===== src/rtl/alu_exec_if.sv =====
// Handshake bundle between decode/register-fetch, the execute unit and writeback.
// The unit takes the slave side; the upstream/downstream pair takes the master side.
interface alu_exec_if #(
    parameter int XLEN  = 32,
    parameter int TAG_W = 5
);
    logic             in_valid;
    logic             in_ready;
    logic [2:0]       in_funct3;
    logic             in_alt;
    logic             in_branch;
    logic             in_mul;
    logic [XLEN-1:0]  in_x;
    logic [XLEN-1:0]  in_y;
    logic [TAG_W-1:0] in_tag;
    logic             flush;
    logic             out_valid;
    logic             out_ready;
    logic [XLEN-1:0]  out_result;
    logic             out_taken;
    logic [TAG_W-1:0] out_tag;

    modport master (
        output in_valid, in_funct3, in_alt, in_branch, in_mul, in_x, in_y, in_tag,
        output flush, out_ready,
        input  in_ready, out_valid, out_result, out_taken, out_tag
    );

    modport slave (
        input  in_valid, in_funct3, in_alt, in_branch, in_mul, in_x, in_y, in_tag,
        input  flush, out_ready,
        output in_ready, out_valid, out_result, out_taken, out_tag
    );
endinterface


===== src/rtl/alu_exec_unit.sv =====
// Pipelined integer ALU / branch-compare execute unit with valid/ready on both sides.
// Define ALU_MUL_EN to add the iterative XLEN-cycle shift-add multiplier (M ops).
module alu_exec_unit #(
    parameter int XLEN   = 32,
    parameter int STAGES = 2,
    parameter int TAG_W  = 5
) (
    input  logic       clk,
    input  logic       resetn,
    alu_exec_if.slave  bus
);
    localparam int SHW = $clog2(XLEN);

    logic [STAGES-1:0] st_valid;
    logic [XLEN-1:0]   st_result [STAGES];
    logic              st_taken  [STAGES];
    logic [TAG_W-1:0]  st_tag    [STAGES];
    logic [STAGES-1:0] st_moves;
    logic [STAGES-1:0] st_load;

    logic              accept;
    logic              is_mul_op;
    logic              mul_busy;
    logic              mul_fin;
    logic [XLEN-1:0]   mul_res;
    logic [TAG_W-1:0]  mul_tag;

    // Ready ripples backwards from the consumer so bubbles collapse in one edge.
    always_comb begin
        logic nxt_ready;
        // NOTE: every always_comb output gets a default first so no latch is inferred.
        st_moves  = '0;
        st_load   = '0;
        nxt_ready = bus.out_ready;
        for (int k = STAGES - 1; k >= 0; k--) begin
            st_moves[k] = st_valid[k] && nxt_ready;
            st_load[k]  = !st_valid[k] || st_moves[k];
            nxt_ready   = st_load[k];
        end
    end

    assign bus.in_ready = !bus.flush && st_load[0] && !mul_busy;
    assign accept       = bus.in_valid && bus.in_ready;

    logic [SHW-1:0]  shamt;
    logic [XLEN-1:0] alu_res;
    logic            br_taken;

    assign shamt = bus.in_y[SHW-1:0];

    always_comb begin
        alu_res  = '0;
        br_taken = 1'b0;
        if (bus.in_branch) begin
            case (bus.in_funct3)
                3'b000:  br_taken = (bus.in_x == bus.in_y);
                3'b001:  br_taken = (bus.in_x != bus.in_y);
                3'b100:  br_taken = ($signed(bus.in_x) <  $signed(bus.in_y));
                3'b101:  br_taken = ($signed(bus.in_x) >= $signed(bus.in_y));
                3'b110:  br_taken = (bus.in_x <  bus.in_y);
                3'b111:  br_taken = (bus.in_x >= bus.in_y);
                default: br_taken = 1'b0;
            endcase
        end else begin
            case (bus.in_funct3)
                3'b000:  alu_res = bus.in_alt ? (bus.in_x - bus.in_y) : (bus.in_x + bus.in_y);
                3'b001:  alu_res = bus.in_x << shamt;
                3'b010:  alu_res = {{(XLEN-1){1'b0}}, ($signed(bus.in_x) < $signed(bus.in_y))};
                3'b011:  alu_res = {{(XLEN-1){1'b0}}, (bus.in_x < bus.in_y)};
                3'b100:  alu_res = bus.in_x ^ bus.in_y;
                3'b101:  alu_res = bus.in_alt ? XLEN'($signed(bus.in_x) >>> shamt)
                                              : (bus.in_x >> shamt);
                3'b110:  alu_res = bus.in_x | bus.in_y;
                default: alu_res = bus.in_x & bus.in_y;
            endcase
        end
    end

`ifdef ALU_MUL_EN
    localparam int CNT_W = $clog2(XLEN) + 1;

    logic [CNT_W-1:0]  mul_cnt;
    logic [2*XLEN-1:0] mul_acc;
    logic [2*XLEN-1:0] mul_mcand;
    logic [XLEN-1:0]   mul_mplier;
    logic              mul_neg;
    logic [2:0]        mul_f3;
    logic [2*XLEN-1:0] mul_step;
    logic [2*XLEN-1:0] mul_prod_u;
    logic [2*XLEN-1:0] mul_prod;
    logic              x_sgn, y_sgn, x_neg, y_neg;
    logic [XLEN-1:0]   x_mag, y_mag;

    assign is_mul_op = bus.in_mul && !bus.in_branch;

    // Signed variants multiply magnitudes and fix the sign of the full product at the end.
    always_comb begin
        x_sgn = (bus.in_funct3 == 3'b001) || (bus.in_funct3 == 3'b010);
        y_sgn = (bus.in_funct3 == 3'b001);
        x_neg = x_sgn && bus.in_x[XLEN-1];
        y_neg = y_sgn && bus.in_y[XLEN-1];
        x_mag = x_neg ? -bus.in_x : bus.in_x;
        y_mag = y_neg ? -bus.in_y : bus.in_y;
    end

    // The final partial product is folded in combinationally on the edge the result
    // leaves, unless stage 0 is blocked, in which case it is registered and held.
    assign mul_step = mul_acc + (mul_mplier[0] ? mul_mcand : '0);
    assign mul_fin  = mul_busy && (mul_cnt >= CNT_W'(XLEN - 1));

    always_comb begin
        mul_prod_u = (mul_cnt == CNT_W'(XLEN)) ? mul_acc : mul_step;
        mul_prod   = mul_neg ? -mul_prod_u : mul_prod_u;
        case (mul_f3)
            3'b000:                 mul_res = mul_prod[XLEN-1:0];
            3'b001, 3'b010, 3'b011: mul_res = mul_prod[2*XLEN-1:XLEN];
            default:                mul_res = '0;
        endcase
    end

    always_ff @(posedge clk or negedge resetn) begin
        if (!resetn) begin
            mul_busy   <= 1'b0;
            mul_cnt    <= '0;
            mul_acc    <= '0;
            mul_mcand  <= '0;
            mul_mplier <= '0;
            mul_neg    <= 1'b0;
            mul_f3     <= '0;
            mul_tag    <= '0;
        end else if (bus.flush) begin
            mul_busy <= 1'b0;
        end else if (accept && is_mul_op) begin
            mul_busy   <= 1'b1;
            mul_cnt    <= '0;
            mul_acc    <= '0;
            mul_mcand  <= {{XLEN{1'b0}}, x_mag};
            mul_mplier <= y_mag;
            mul_neg    <= x_neg ^ y_neg;
            mul_f3     <= bus.in_funct3;
            mul_tag    <= bus.in_tag;
        end else if (mul_busy) begin
            if (mul_fin && st_load[0]) begin
                mul_busy <= 1'b0;
            end else if (mul_cnt != CNT_W'(XLEN)) begin
                mul_acc    <= mul_step;
                mul_mcand  <= mul_mcand << 1;
                mul_mplier <= mul_mplier >> 1;
                mul_cnt    <= mul_cnt + 1'b1;
            end
        end
    end
`else
    logic unused_mul;

    assign unused_mul = bus.in_mul;
    assign is_mul_op  = 1'b0;
    assign mul_busy   = 1'b0;
    assign mul_fin    = 1'b0;
    assign mul_res    = '0;
    assign mul_tag    = '0;
`endif

    // NOTE: stage data registers are reset too, because out_* must read zero in reset.
    always_ff @(posedge clk or negedge resetn) begin
        if (!resetn) begin
            for (int k = 0; k < STAGES; k++) begin
                // NOTE: sequential state uses non-blocking assignments only.
                st_valid[k]  <= 1'b0;
                st_result[k] <= '0;
                st_taken[k]  <= 1'b0;
                st_tag[k]    <= '0;
            end
        end else if (bus.flush) begin
            st_valid <= '0;
        end else begin
            if (st_load[0]) begin
                if (mul_fin) begin
                    st_valid[0]  <= 1'b1;
                    st_result[0] <= mul_res;
                    st_taken[0]  <= 1'b0;
                    st_tag[0]    <= mul_tag;
                end else if (accept && !is_mul_op) begin
                    st_valid[0]  <= 1'b1;
                    st_result[0] <= alu_res;
                    st_taken[0]  <= br_taken;
                    st_tag[0]    <= bus.in_tag;
                end else begin
                    st_valid[0]  <= 1'b0;
                end
            end
            for (int k = 1; k < STAGES; k++) begin
                if (st_load[k]) begin
                    st_valid[k]  <= st_valid[k-1];
                    st_result[k] <= st_result[k-1];
                    st_taken[k]  <= st_taken[k-1];
                    st_tag[k]    <= st_tag[k-1];
                end
            end
        end
    end

    assign bus.out_valid  = st_valid[STAGES-1];
    assign bus.out_result = st_result[STAGES-1];
    assign bus.out_taken  = st_taken[STAGES-1];
    assign bus.out_tag    = st_tag[STAGES-1];
endmodule

===== src/flat_wrapper.sv =====
// flat-port wrapper written by rule: the top's interface ports become plain ports
module alu_exec_unit_flat 
#(
    parameter int XLEN   = 32,
    parameter int STAGES = 2,
    parameter int TAG_W  = 5
)
  (clk, resetn, bus_in_valid, bus_in_funct3, bus_in_alt, bus_in_branch, bus_in_mul, bus_in_x, bus_in_y, bus_in_tag, bus_flush, bus_out_ready, bus_in_ready, bus_out_valid, bus_out_result, bus_out_taken, bus_out_tag);
  alu_exec_if #(.XLEN(XLEN), .TAG_W(TAG_W)) bus_i ();
  input  logic clk;
  input  logic resetn;
  input wire logic [$bits(bus_i.in_valid)-1:0] bus_in_valid;
  input wire logic [$bits(bus_i.in_funct3)-1:0] bus_in_funct3;
  input wire logic [$bits(bus_i.in_alt)-1:0] bus_in_alt;
  input wire logic [$bits(bus_i.in_branch)-1:0] bus_in_branch;
  input wire logic [$bits(bus_i.in_mul)-1:0] bus_in_mul;
  input wire logic [$bits(bus_i.in_x)-1:0] bus_in_x;
  input wire logic [$bits(bus_i.in_y)-1:0] bus_in_y;
  input wire logic [$bits(bus_i.in_tag)-1:0] bus_in_tag;
  input wire logic [$bits(bus_i.flush)-1:0] bus_flush;
  input wire logic [$bits(bus_i.out_ready)-1:0] bus_out_ready;
  output wire logic [$bits(bus_i.in_ready)-1:0] bus_in_ready;
  output wire logic [$bits(bus_i.out_valid)-1:0] bus_out_valid;
  output wire logic [$bits(bus_i.out_result)-1:0] bus_out_result;
  output wire logic [$bits(bus_i.out_taken)-1:0] bus_out_taken;
  output wire logic [$bits(bus_i.out_tag)-1:0] bus_out_tag;
  assign bus_i.in_valid = bus_in_valid;
  assign bus_i.in_funct3 = bus_in_funct3;
  assign bus_i.in_alt = bus_in_alt;
  assign bus_i.in_branch = bus_in_branch;
  assign bus_i.in_mul = bus_in_mul;
  assign bus_i.in_x = bus_in_x;
  assign bus_i.in_y = bus_in_y;
  assign bus_i.in_tag = bus_in_tag;
  assign bus_i.flush = bus_flush;
  assign bus_i.out_ready = bus_out_ready;
  assign bus_in_ready = bus_i.in_ready;
  assign bus_out_valid = bus_i.out_valid;
  assign bus_out_result = bus_i.out_result;
  assign bus_out_taken = bus_i.out_taken;
  assign bus_out_tag = bus_i.out_tag;
  alu_exec_unit #(.XLEN(XLEN), .STAGES(STAGES), .TAG_W(TAG_W)) u_core (.clk(clk), .resetn(resetn), .bus(bus_i));
endmodule

===== config.mk =====
export PLATFORM = sky130hd
export DESIGN_NAME = alu_exec_unit_flat
export DESIGN_NICKNAME = d
export VERILOG_FILES = /design/src/rtl/alu_exec_if.sv /design/src/rtl/alu_exec_unit.sv /design/src/flat_wrapper.sv
export SDC_FILE = /design/constraint.sdc
export NUM_CORES = 1
export LEC_CHECK = 0
export BUFFER_PORTS_ARGS = -buffer_cell sky130_fd_sc_hd__buf_2
export CELL_PAD_IN_SITES_DETAIL_PLACEMENT = 0
export CELL_PAD_IN_SITES_GLOBAL_PLACEMENT = 2
export CORE_MARGIN = 2
export CORE_UTILIZATION = 30
export CTS_BUF_LIST = sky130_fd_sc_hd__clkbuf_2
export DETAILED_ROUTE_END_ITERATION = 8
export PLACE_DENSITY = 0.82
export SLEW_MARGIN = 25
export SYNTH_ARGS = -nofsm -noshare
export SYNTH_HDL_FRONTEND = slang
export SYNTH_SLANG_ARGS = --single-unit

===== constraint.sdc =====
create_clock -name clk -period 2.3 [get_ports clk]
set_input_delay 0.115 -clock clk [delete_from_list [all_inputs] [get_ports clk]]
set_output_delay 0.115 -clock clk [all_outputs]
set_load 0.005 [all_outputs]

### Word-level counts from Yosys, hierarchy flattened

Cells that the tools add are included.
W data, S select, Z words.

* register bits after elaboration: 78
* input bits: 80
* output and inout port bits: 40
* word-level logic and storage cells: 54

* add/sub/neg operators: 2
* magnitude comparators: 4
* equality and inequality tests: 9
* shift operators: 3
* multiplexer cells: 10
* bitwise logic cells: 4
* reductions and logical operators: 14

Operator list (number)
* $pmux W32 S7: 1
* $mux W32: 3
* $ge A32 B32 Y1: 2
* $lt A32 B32 Y1: 2
* $add A32 B32 Y32: 1
* $and A32 B32 Y32: 1
* $eq A32 B32 Y1: 1
* $ne A32 B32 Y1: 1
* $or A32 B32 Y32: 1
* $shl A32 B5 Y32: 1
* $shr A32 B5 Y32: 1
* $sshr A32 B5 Y32: 1
* $sub A32 B32 Y32: 1
* $xor A32 B32 Y32: 1
* $eq A3 B3 Y1 const B: 4
* $eq A3 B2 Y1 const B: 2
* $pmux W1 S6: 1
* $logic_and A1 B1 Y1: 4
* $mux W1: 4
* $reduce_bool A2 Y1: 2
* $eq A3 B1 Y1 const B: 1
* $logic_not A1 Y1: 3
* $logic_not A3 Y1: 1
* $reduce_and A3 Y1: 1
* 4 further kinds: 5

### Longest topological paths before layout

Gate-level depths: netlist (run 1).

* word-level depth: 9
* depth in mapped cells: 13

### Worst setup path after synthesis (run 1)

No wires, ideal clock.

* kind: input -> register
* from: input bus_in_y[2]
* to: register u_core.st_result[62] (netlist bit)
* data arrival time: 3209 ps
* required time: 2176 ps
* slack: -1033 ps
* stages: 13
* cells stage by stage: clkbuf_1 inv_2 buf_1 clkbuf_1 ha_1 nor2b_1 o211ai_1 a31oi_1 o2111ai_1 nor4b_1 a211oi_1 mux2_1 a211o_1

* longest elaborated chain between the ends: 4
* elaborated cells between the ends (all ways): 9

RTL lines
* start, declared: line flat_wrapper.sv:18 `input wire logic [$bits(bus_i.in_y)-1:0] bus_in_y;`
* $add A32 B32 Y32 (tied with other cells): line alu_exec_unit.sv:66 `3'b000: alu_res = bus.in_alt ? (bus.in_x - bus.in_y) : (bus.in_x + bus.in_y);`
* $mux W32, on equally long branches: line alu_exec_unit.sv:66, alu_exec_unit.sv:71
* $pmux W32 S7 (*): line alu_exec_unit.sv:65 `case (bus.in_funct3)`
* $mux W32 (*): line alu_exec_unit.sv:54 `if (bus.in_branch) begin`
* end signal, assigned by index: line alu_exec_unit.sv:195 `st_result[k] <= st_result[k-1];`
* end, declared: line alu_exec_unit.sv:15 `logic [XLEN-1:0] st_result [STAGES];`

Mark *: on every way between the ends. The rest lies on a longest branch, timed or not.
A chain may end at the register's enable or synchronous reset.

### Worst setup path after layout (run 1)

* from: input bus_in_y[31]
* to: register u_core.st_taken[1] (netlist bit)

* longest elaborated chain between the ends: 3
* elaborated cells between the ends (all ways): 8

RTL lines
* $ge A32 B32 Y1 (tied with other cells): line alu_exec_unit.sv:61 `3'b111: br_taken = (bus.in_x >= bus.in_y);`
* $pmux W1 S6 (*): line alu_exec_unit.sv:55 `case (bus.in_funct3)`
* $mux W1 (*): line alu_exec_unit.sv:54
* end signal, assigned by index: line alu_exec_unit.sv:196 `st_taken[k] <= st_taken[k-1];`
* end, declared: line alu_exec_unit.sv:16 `logic st_taken [STAGES];`

Marked as above.

==> results of run 1 <==
## critical path, cell delays in order
cell and delay, ns:
dlygate4sd3_1 0.52, buf_2 0.13, inv_1 0.06, ha_1 0.34, or3_4 0.46, nor4_4 0.39
xnor2_1 0.17, nor2_1 0.05, o211a_1 0.21, o311a_1 0.11, a32o_2 0.27
## Yosys cell counts, drive strengths merged (4+ instances only)
| master | number | area (µm²) |
|---|---|---|
| or3 | 16 | 105 |
| ha | 97 | 1210 |
| a22oi | 11 | 82.6 |
| o211ai | 34 | 255 |
| nor2b | 41 | 257 |
| and3 | 10 | 62.6 |
| o31ai | 14 | 105 |
| o2111ai | 7 | 61.3 |
| a22o | 4 | 35.0 |
| a221oi | 19 | 173 |
| a2111oi | 7 | 61.3 |
| inv | 99 | 372 |
| nor2 | 174 | 653 |
| o211a | 4 | 40.0 |
| nand2 | 116 | 435 |
| xnor2 | 22 | 193 |
| nor3 | 38 | 190 |
| a21o | 21 | 158 |
| mux4 | 59 | 1330 |
| clkbuf | 83 | 312 |
| o311ai | 5 | 43.8 |
| a21oi | 138 | 691 |
| a211oi | 26 | 200 |
| nand4 | 9 | 56.3 |
| o21ai | 127 | 636 |
| and2 | 10 | 62.6 |
| o41ai | 5 | 62.6 |
| buf | 73 | 457 |
| o221ai | 12 | 111 |
| a221o | 7 | 70.1 |
| a31oi | 17 | 106 |
| o21bai | 11 | 82.6 |
| or2 | 4 | 25.0 |
| o21a | 7 | 52.6 |
| o22ai | 9 | 56.3 |
| nand3 | 26 | 130 |
| mux2 | 48 | 541 |
| a211o | 10 | 87.6 |
| mux2i | 37 | 370 |
| nand2b | 9 | 56.3 |
| nor4 | 13 | 96.3 |
| dfrtp | 78 | 1950 |
## through the flow
stage	setup TNS, ns	instances	hold slack (ns)
6_report	0	2612	0.105
4_1_cts	0	2609	0.0722
5_1_grt	0	2612	0.0988
3_5_place_dp	-16.36	2580	0.137
3_3_place_gp	-15.38	2580	0.134
2_1_floorplan	-2.55	1596	-0.181
## layout make-up
cell class                      count  area [µm²]
Fill cell                        4224       23600
Multi-Input combinational cell   1260        9490
Timing Repair Buffer              622        4570
Sequential cell                    78        1950
Tap cell                          532         666
Inverter                          102         407
Clock inverter                      7        53.8
Clock buffer                        9        45.0
Antenna cell                        2        5.00
## flip-flops by register name (all words and copies together) (netlist names)
signal,flops
u_core.bus.out_result,32
u_core.bus.out_tag,5
u_core.bus.out_taken,1
u_core.st_result,32
u_core.st_tag,5
u_core.st_taken,1
u_core.st_valid,2
## routing by layer
metal  track usage (%)  vias to the layer above  wire, µm
li1                  -                     6814         -
met4              13.5                        4      3080
met3              3.78                      132      4700
met5                 0                        -        27
met1              40.4                     7203     28500
met2              46.9                      713     29400
## repair_timing
action,in CTS,in global routing
endpoints found under the hold margin,101,0
gates resized for setup,0,13
buffers inserted,0,1
hold buffers,13,0
endpoints found under the setup margin,0,11
## cells in the final DEF (no fill, tap or decap), drive strengths merged, types with 9 or more instances in the layout
cell type / count
clkbuf: 9
nor3: 38
nor4: 13
xnor2: 22
nand2b: 9
and3: 10
nand4: 9
dlygate4sd3: 12
o21ai: 127
o221ai: 12
mux4: 59
nand2: 116
ha: 97
a21oi: 138
o31ai: 14
nor2b: 41
buf: 610
mux2: 48
or3: 16
inv: 101
a221oi: 19
and2: 10
o22ai: 9
o21bai: 11
a22oi: 11
nor2: 174
a21o: 21
a31oi: 17
a211oi: 26
dfrtp: 78
o211ai: 34
nand3: 26
a211o: 10
mux2i: 37
## worst paths after layout
kind	slack, ns	startpoint	to
setup / recovery	0.05	bus_in_y[31]	u_core.st_taken[1]
hold / removal	0.10	bus_in_valid	u_core.st_tag[5]
setup reg to reg	0.17	u_core.st_valid[0]	u_core.st_result[61]
hold reg to reg	0.51	u_core.st_tag[8]	u_core.st_tag[8]
max in group asynchronous	1.52	resetn	u_core.bus.out_result[7]
min in group asynchronous	0.45	resetn	u_core.st_result[58]
## report_power, final
part,internal (mW),switching [mW]
clock,0.154,0.655
sequential,1.57,0.166
combinational,1.83,2.14
total,3.55,2.96
## cells by family (layout without fill, tap and decap cells)
family                   count (synthesis)  count (layout)  share of synthesized area (%)
other                                    0               2                              0
AO/OA/AOI/OAI                          518             518                           27.3
XOR/XNOR                                24              24                           1.69
buffers and inverters                  258             740                           9.28
adder cells (fa/ha/maj)                 99              99                           10.1
multiplexers                           144             144                           18.1
flip-flops                              78              78                           15.7
AND/OR/NAND/NOR                        475             475                           17.8
==> impl_metrics.env, run 1 <==
export IMPL_outcome="complete, no violations"
export IMPL_hold_depth=5
export IMPL_maxSlewHeadroom_pct=49.7
export IMPL_clkTransAtPathRegs_ns=0.27
export IMPL_gr_total_overflow=0
export IMPL_grt_max_degree=70
export IMPL_start_kind="primary input"
export IMPL_wl_per_cell_um=25.2
export IMPL_drive_gt1_share_pct=37.5
export IMPL_cp_max_fo=2
export IMPL_insertion_delay_ns=0.68
export IMPL_avgSynthCellArea_um2=7.77
export IMPL_clockBufferDepth=2
export IMPL_die_y_um=207
export IMPL_irDropWorstVdd_mv=0.177
export IMPL_p_leak_nw=8.09
export IMPL_arrival_ns=2.84
export IMPL_gr_usage_all_layers_pct=29.7
export IMPL_ys_types=83
export IMPL_numCtsBuffers=9
export IMPL_initial_core_util_pct=30.4
export IMPL_nets=2252
export IMPL_grt_pass1_wl_mm=95.5
export IMPL_pre_cts_slack_ns=-0.734
export IMPL_p_per_area_nw_per_um2=379
export IMPL_synth_flop_cell="dfrtp_1"
export IMPL_syn_area_um2=12400
export IMPL_wirelength_mm=65.7
export IMPL_place_congestion=1.01
export IMPL_synth_warnings=0
export IMPL_yosysSeqAreaShare_pct=15.7
export IMPL_syn_num_nets=1775
export IMPL_core_um2=40800
export IMPL_ios=120
export IMPL_fin_ws_ns=0.0529
export IMPL_reg2reg_depth=8
export IMPL_tightest_slew_ns=0.747
export IMPL_htree_levels=3
export IMPL_via_count=14900
export IMPL_post_route_period_util_pct=97.7
export IMPL_syn2layout_area_growth_pct=38.6
export IMPL_synthCells=1596
export IMPL_hold_viol_final=0
export IMPL_die_area_um2=43000
export IMPL_cts_sinks=78
export IMPL_yosys_register_bits=78
export IMPL_die_w_um=207
export IMPL_utilization_pct=42.1
export IMPL_remaining_drc_errors=0
export IMPL_tritoncts="built"
export IMPL_avgViaCountPerCell=5.69
export IMPL_cts_root_buf="clkbuf_2"
export IMPL_cap_violations=0
export IMPL_dr_pass1_iters=6
export IMPL_period_needed_ns=2.25
export IMPL_rsz0062_at_grt="false"
export IMPL_clock_skew_ns=0.0756
export IMPL_dp_hpwl_mm=54.0
export IMPL_place_area_um2=16900
export IMPL_finalMaxSlewViolations=0
export IMPL_required_ns=2.89
export IMPL_grt_pass1_vias=14500
export IMPL_antenna_found_initial=6
export IMPL_placementRows=74
export IMPL_min_path_type="in2reg"
export IMPL_finalPower_mw=6.52
export IMPL_path_class="in2reg"
export IMPL_fmax_mhz=445
export IMPL_stdcell_area_um2=17200
export IMPL_setup_viol=0
export IMPL_detail_route_antenna_nets=0
export IMPL_synth_edf_count=0
export IMPL_synth_async_reset_ratio_pct=100
export IMPL_port_buffer_count=118
export IMPL_critPathCaptureType="flip-flop"
export IMPL_drtIter0Drc=1483
(Power assumes the default switching activity.)
==> inputs of run 2 (changes only) <==
==> constraint.sdc (replaced) <==
create_clock -name clk -period 2.3 [get_ports clk]
set_input_delay 0 -clock clk [delete_from_list [all_inputs] [get_ports clk]]
set_output_delay 0 -clock clk [all_outputs]
set_load 0.005 [all_outputs]
==> impl_metrics.env, run 2 (same netlist as run 1, synthesis figures left out) <==
export IMPL_outcome="complete, no violations"
export IMPL_fmax_mhz=444
export IMPL_tritoncts="built"
export IMPL_min_path_type="in2reg"
export IMPL_wirelength_mm=66.3
export IMPL_gr_total_overflow=0
export IMPL_maxSlewHeadroom_pct=48.7
export IMPL_mostFrequentLayoutCell="buf_4"
export IMPL_numCtsBuffers=9
export IMPL_htree_levels=3
export IMPL_fill_cells=4231
export IMPL_rsz0062_at_grt="true"
export IMPL_clock_skew_ns=0.0808
export IMPL_hold_depth=7
export IMPL_die_w_um=207
export IMPL_detail_route_antenna_nets=0
export IMPL_reg2reg_depth=8
export IMPL_via_count=15000
export IMPL_cap_violations=0
export IMPL_antenna_found_initial=1
export IMPL_place_congestion=1.00
export IMPL_ios=120
export IMPL_hold_viol_final=0
export IMPL_multiInputGateArea_um2=9450
export IMPL_initial_core_util_pct=30.4
export IMPL_crit_family="compound AO/OA/AOI/OAI gates"
export IMPL_crit_chain="buf_2 -> inv_1 -> ha_1 -> nor4_1 -> buf_4 -> nand2_1 -> a2111oi_1 -> a211oi_1 -> a21oi_2 -> nor2_2 -> o311a_1 -> a32o_2"
export IMPL_nets=2213
export IMPL_cts_root_buf="clkbuf_2"
export IMPL_gr_usage_all_layers_pct=30.0
export IMPL_post_route_period_util_pct=97.9
export IMPL_syn2layout_area_growth_pct=35.9
export IMPL_placementRows=74
export IMPL_clkTransAtPathRegs_ns=0.33
export IMPL_insertion_delay_ns=0.67
export IMPL_cp_max_fo=4
export IMPL_drive_gt1_share_pct=35.8
export IMPL_cts_sinks=78
export IMPL_avgViaCountPerCell=5.82
export IMPL_period_needed_ns=2.25
export IMPL_drtIter0Drc=1687
export IMPL_grt_pass1_vias=14400
export IMPL_path_class="in2reg"
export IMPL_path_buf_inv=3
export IMPL_irDropWorstVdd_mv=0.201
export IMPL_remaining_drc_errors=0
export IMPL_setup_viol=0
export IMPL_cp_slowest_cell="a2111oi_1"
export IMPL_grt_max_degree=70
export IMPL_grt_pass1_wl_mm=96.9
export IMPL_critPathCaptureType="flip-flop"
export IMPL_utilization_pct=41.3
export IMPL_die_y_um=207
export IMPL_start_kind="primary input"
export IMPL_die_area_um2=43000
export IMPL_finalMaxSlewViolations=0
export IMPL_slowest_delay_ns=0.52
export IMPL_path_depth=12
export IMPL_setup_tns_final_ns=0
export IMPL_p_leak_nw=7.91
export IMPL_dr_pass1_iters=6
export IMPL_required_ns=2.83
export IMPL_seqCellArea_um2=1950
export IMPL_wl_per_cell_um=25.8
export IMPL_port_buffer_count=118
export IMPL_arrival_ns=2.78
export IMPL_tightest_slew_ns=0.761
export IMPL_core_um2=40800
export IMPL_dp_hpwl_mm=53.8
export IMPL_finalPower_mw=6.54
export IMPL_p_per_area_nw_per_um2=388
export IMPL_clockBufferDepth=2
export IMPL_final_cell_mix="440 x buf_4, 172 x nor2_1, 137 x a21oi_1"
[run 2: cell types whose count changed in the layout (fill, tap and decap cells not counted), sizes merged]
cell	delta
clkbuf	+1
diode	-1
buf	-43
inv	-1
clkinvlp	-2
bufinv	+1
dlygate4sd3	+4
clkinv	+1
[run 2: routing by layer]
layer  GRT usage [%]  up-vias  share of wire, %
met4            13.4        0               4.8
met2            47.1      822                44
met3            3.65      130               7.5
met1            41.3     7299                43
met5               0        -                 0
li1                -     6712                 -
[run 2: metrics by stage]
step	std cells	instance area [µm²]	setup WS, ns	hold slack (ns)
after global placement	2538	16500	-0.719	-0.0150
final	2572	16900	0.0472	0.0283
after CTS	2571	16800	0.0231	0.0139
after detailed placement	2538	16500	-0.677	-0.0121
after floorplan	1596	12700	-0.265	-0.296
after global routing	2572	16900	-0.0287	0.0431
[run 2: worst register-to-register path: stages, from the launching register on]
cell,delay [ns]
dfrtp_1,0.45
nand3b_1,0.13
nand2_2,0.14
nor2_1,0.21
buf_12,0.22
nand2_1,0.26
buf_4,0.28
a211o_1,0.24
nand3_1,0.08
[run 2: layout make-up]
cell class	count	share of cell area, %
multi-input combinational	1260	56.0
timing repair buffer	583	25.3
sequential	78	11.6
tap	532	3.95
inverter	102	2.41
clock inverter	6	0.408
clock buffer	10	0.297
antenna	1	0.0148
[run 2: final timing paths]
path | slack, ns | endpoint | start
min | 0.03 | u_core.st_result[57] | bus_in_y[24]
max in group asynchronous | 1.56 | u_core.bus.out_result[5] | resetn
min in group asynchronous | 0.37 | u_core.st_result[57] | resetn
min reg2reg | 0.51 | u_core.st_tag[9] | u_core.st_tag[9]
max reg2reg | 0.30 | u_core.st_result[60] | u_core.st_valid[1]
max | 0.05 | u_core.st_taken[1] | bus_in_x[19]
[run 2: where the power goes]
group          switching (mW)  total, mW  internal, mW  leakage, nW
sequential              0.158       1.72          1.57         1.02
combinational            2.15       3.93          1.78         6.81
clock                   0.622      0.888         0.266       0.0745
[run 2: repair_timing]
| action | CTS | global route |
|---|---|---|
| resized for setup | 0 | 8 |
| setup endpoints to repair | 0 | 5 |
| setup buffers | 0 | 0 |
| endpoints found under the hold margin | 102 | 0 |
| hold buffers | 17 | 0 |
==> inputs of run 3 (changes only) <==
--- a/config.mk
+++ b/config.mk
@@ -8,11 +8,12 @@
 export BUFFER_PORTS_ARGS = -buffer_cell sky130_fd_sc_hd__buf_2
 export CELL_PAD_IN_SITES_DETAIL_PLACEMENT = 0
 export CELL_PAD_IN_SITES_GLOBAL_PLACEMENT = 2
-export CORE_MARGIN = 2
+export CORE_MARGIN = 1
 export CORE_UTILIZATION = 30
 export CTS_BUF_LIST = sky130_fd_sc_hd__clkbuf_2
 export DETAILED_ROUTE_END_ITERATION = 8
 export PLACE_DENSITY = 0.82
+export RECOVER_POWER = 25
 export SLEW_MARGIN = 25
 export SYNTH_ARGS = -nofsm -noshare
 export SYNTH_HDL_FRONTEND = slang
==> impl_metrics.env, run 3 (same netlist as run 1, synthesis figures left out) <==
export IMPL_whs_ns=0.0198
export IMPL_p_per_area_nw_per_um2=384
export IMPL_place_inst=2553
export IMPL_cts_sinks=78
export IMPL_gr_usage_met2_pct=50.3
export IMPL_start_kind="primary input"
export IMPL_min_path_type="in2reg"
export IMPL_grt_pass1_wl_mm=96.8
export IMPL_drive_gt1_share_pct=36.1
export IMPL_placementRows=74
export IMPL_crit_chain="buf_2 -> inv_1 -> ha_1 -> nor4_1 -> nand3_1 -> nor3_1 -> o221ai_1 -> a21oi_1 -> buf_4 -> nor2_2 -> o311a_1 -> a32o_2"
export IMPL_cp_slowest_cell="nor4_1"
export IMPL_period_needed_ns=2.29
export IMPL_fmax_mhz=436
export IMPL_grt_use_met1_pct=42.4
export IMPL_p_comb_share_pct=60.0
export IMPL_die_y_um=205
export IMPL_tritoncts="built"
export IMPL_cp_max_fo=4
export IMPL_busiest_layer="met2"
export IMPL_post_cts_buffers=0
export IMPL_antenna_found_initial=2
export IMPL_place_congestion=1.03
export IMPL_arrival_ns=2.82
export IMPL_ios=120
export IMPL_critPathCaptureType="flip-flop"
export IMPL_finalPower_mw=6.51
export IMPL_irDropWorstVdd_mv=0.184
export IMPL_p_clk_share_pct=13.5
export IMPL_avgViaCountPerCell=5.79
export IMPL_detail_route_antenna_nets=0
export IMPL_hold_viol_final=0
export IMPL_multiInputGateArea_um2=9430
export IMPL_grt_max_degree=70
export IMPL_setup_tns_final_ns=0
export IMPL_post_route_period_util_pct=99.7
export IMPL_tightest_slew_ns=1.60
export IMPL_utilization_pct=41.6
export IMPL_path_class="in2reg"
export IMPL_mostFrequentLayoutCell="buf_4"
export IMPL_drtIter0Drc=1558
export IMPL_remaining_drc_errors=0
export IMPL_core_um2=40800
export IMPL_insertion_delay_ns=0.66
export IMPL_rsz0062_at_grt="true"
export IMPL_internal_power_mw=3.53
export IMPL_outcome="complete, but fails checks"
export IMPL_nets=2232
export IMPL_via_count=15000
export IMPL_gr_usage_all_layers_pct=31.2
export IMPL_clkTransAtPathRegs_ns=0.35
export IMPL_port_buffer_count=118
export IMPL_slowest_delay_ns=0.47
export IMPL_numCtsBuffers=9
export IMPL_clockBufferDepth=2
export IMPL_seqCellArea_um2=1950
export IMPL_fin_ws_ns=0.00789
export IMPL_p_leak_nw=7.97
export IMPL_dr_pass1_iters=9
export IMPL_initial_core_util_pct=30.4
export IMPL_p_sw_mw=2.99
export IMPL_clock_skew_ns=0.0744
export IMPL_syn2layout_area_growth_pct=36.8
export IMPL_path_buf_inv=3
export IMPL_setup_viol=0
export IMPL_pre_cts_slack_ns=-0.755
export IMPL_wl_per_cell_um=25.5
export IMPL_violations="capacitance limit, slew limit"
export IMPL_die_area_um2=42200
export IMPL_maxSlewHeadroom_pct=-6.81
export IMPL_switching_share_pct=45.8
export IMPL_place_area_um2=16600
export IMPL_dp_hpwl_mm=53.7
export IMPL_wirelength_mm=66.1
export IMPL_stdcell_count=2592
export IMPL_finalMaxSlewViolations=32
export IMPL_stdcell_area_um2=17000
export IMPL_final_cell_mix="453 x buf_4, 172 x nor2_1, 138 x a21oi_1"
export IMPL_cap_violations=1
export IMPL_crit_family="compound AO/OA/AOI/OAI gates"
export IMPL_die_w_um=205
export IMPL_cts_root_buf="clkbuf_2"
export IMPL_grt_pass1_vias=14500
export IMPL_htree_levels=3
export IMPL_required_ns=2.83
export IMPL_gr_total_overflow=0
export IMPL_met3_usage_pct=3.69
export IMPL_fill_cells=4214
export IMPL_seqPwrFrac_pct=26.6
==> run 3: cell count changes in the layout (fill, tap and decap cells not counted), sizes merged <==
cell,previous run,this run
clkbuf,10,12
buf,567,579
clkinvlp,1,2
diode,1,2
bufinv,1,0
clkinv,6,4
dlygate4sd3,16,20
inv,100,103
==> run 3: what timing repair did <==
action / CTS / global route
hold buffers: 21 / 0
resized for setup: 1 / 6
setup endpoints to repair: 2 / 7
gates cloned: 0 / 0
hold endpoints to repair: 101 / 0
==> run 3: power groups by stage <==
stage / sequential, mW / clock (mW) / combinational [mW]
floorplan: 1.66 / 0 / 2.07
global placement: 1.74 / 0 / 3.78
detailed placement: 1.75 / 0 / 3.79
CTS: 1.72 / 0.906 / 3.84
global route: 1.75 / 0.925 / 4.16
finish: 1.73 / 0.877 / 3.91
==> run 3: worst paths after layout <==
check	startpoint	endpoint	slack (ns)	cells past startpoint
setup / recovery	bus_in_x[16]	u_core.st_taken[1]	0.008	12
setup reg to reg	u_core.st_valid[1]	u_core.st_tag[6]	0.15	7
hold / removal	bus_in_y[30]	u_core.st_result[62]	0.02	6
min in group asynchronous	resetn	u_core.st_result[56]	0.51	4
max in group asynchronous	resetn	u_core.bus.out_result[8]	0.37	4
hold reg to reg	u_core.st_result[56]	u_core.st_result[56]	0.54	2
==> run 3: cell type report <==
type	instances	share of cell area, %
flip-flops and latches	78	11.5
diodes	2	0.0295
clock buffers	9	0.265
clock inverters	7	0.442
repair buffers	602	25.9
inverters	102	2.40
well taps	532	3.92
multi-input cells	1260	55.5
==> run 3: layer usage <==
| metal | vias up | routed length (µm) |
|---|---|---|
| li1 | 6757 | - |
| met1 | 7320 | 28500 |
| met2 | 797 | 30000 |
| met3 | 143 | 4840 |
| met4 | 2 | 2850 |
| met5 | - | 13 |
==> run 3: worst reg2reg max path, delay by kind of cell, from the launching register on <==
kind	cells	cell delay [ns]
buffers and inverters	3	1.29
AND/OR/NAND/NOR	4	0.42
flip-flops	1	0.45
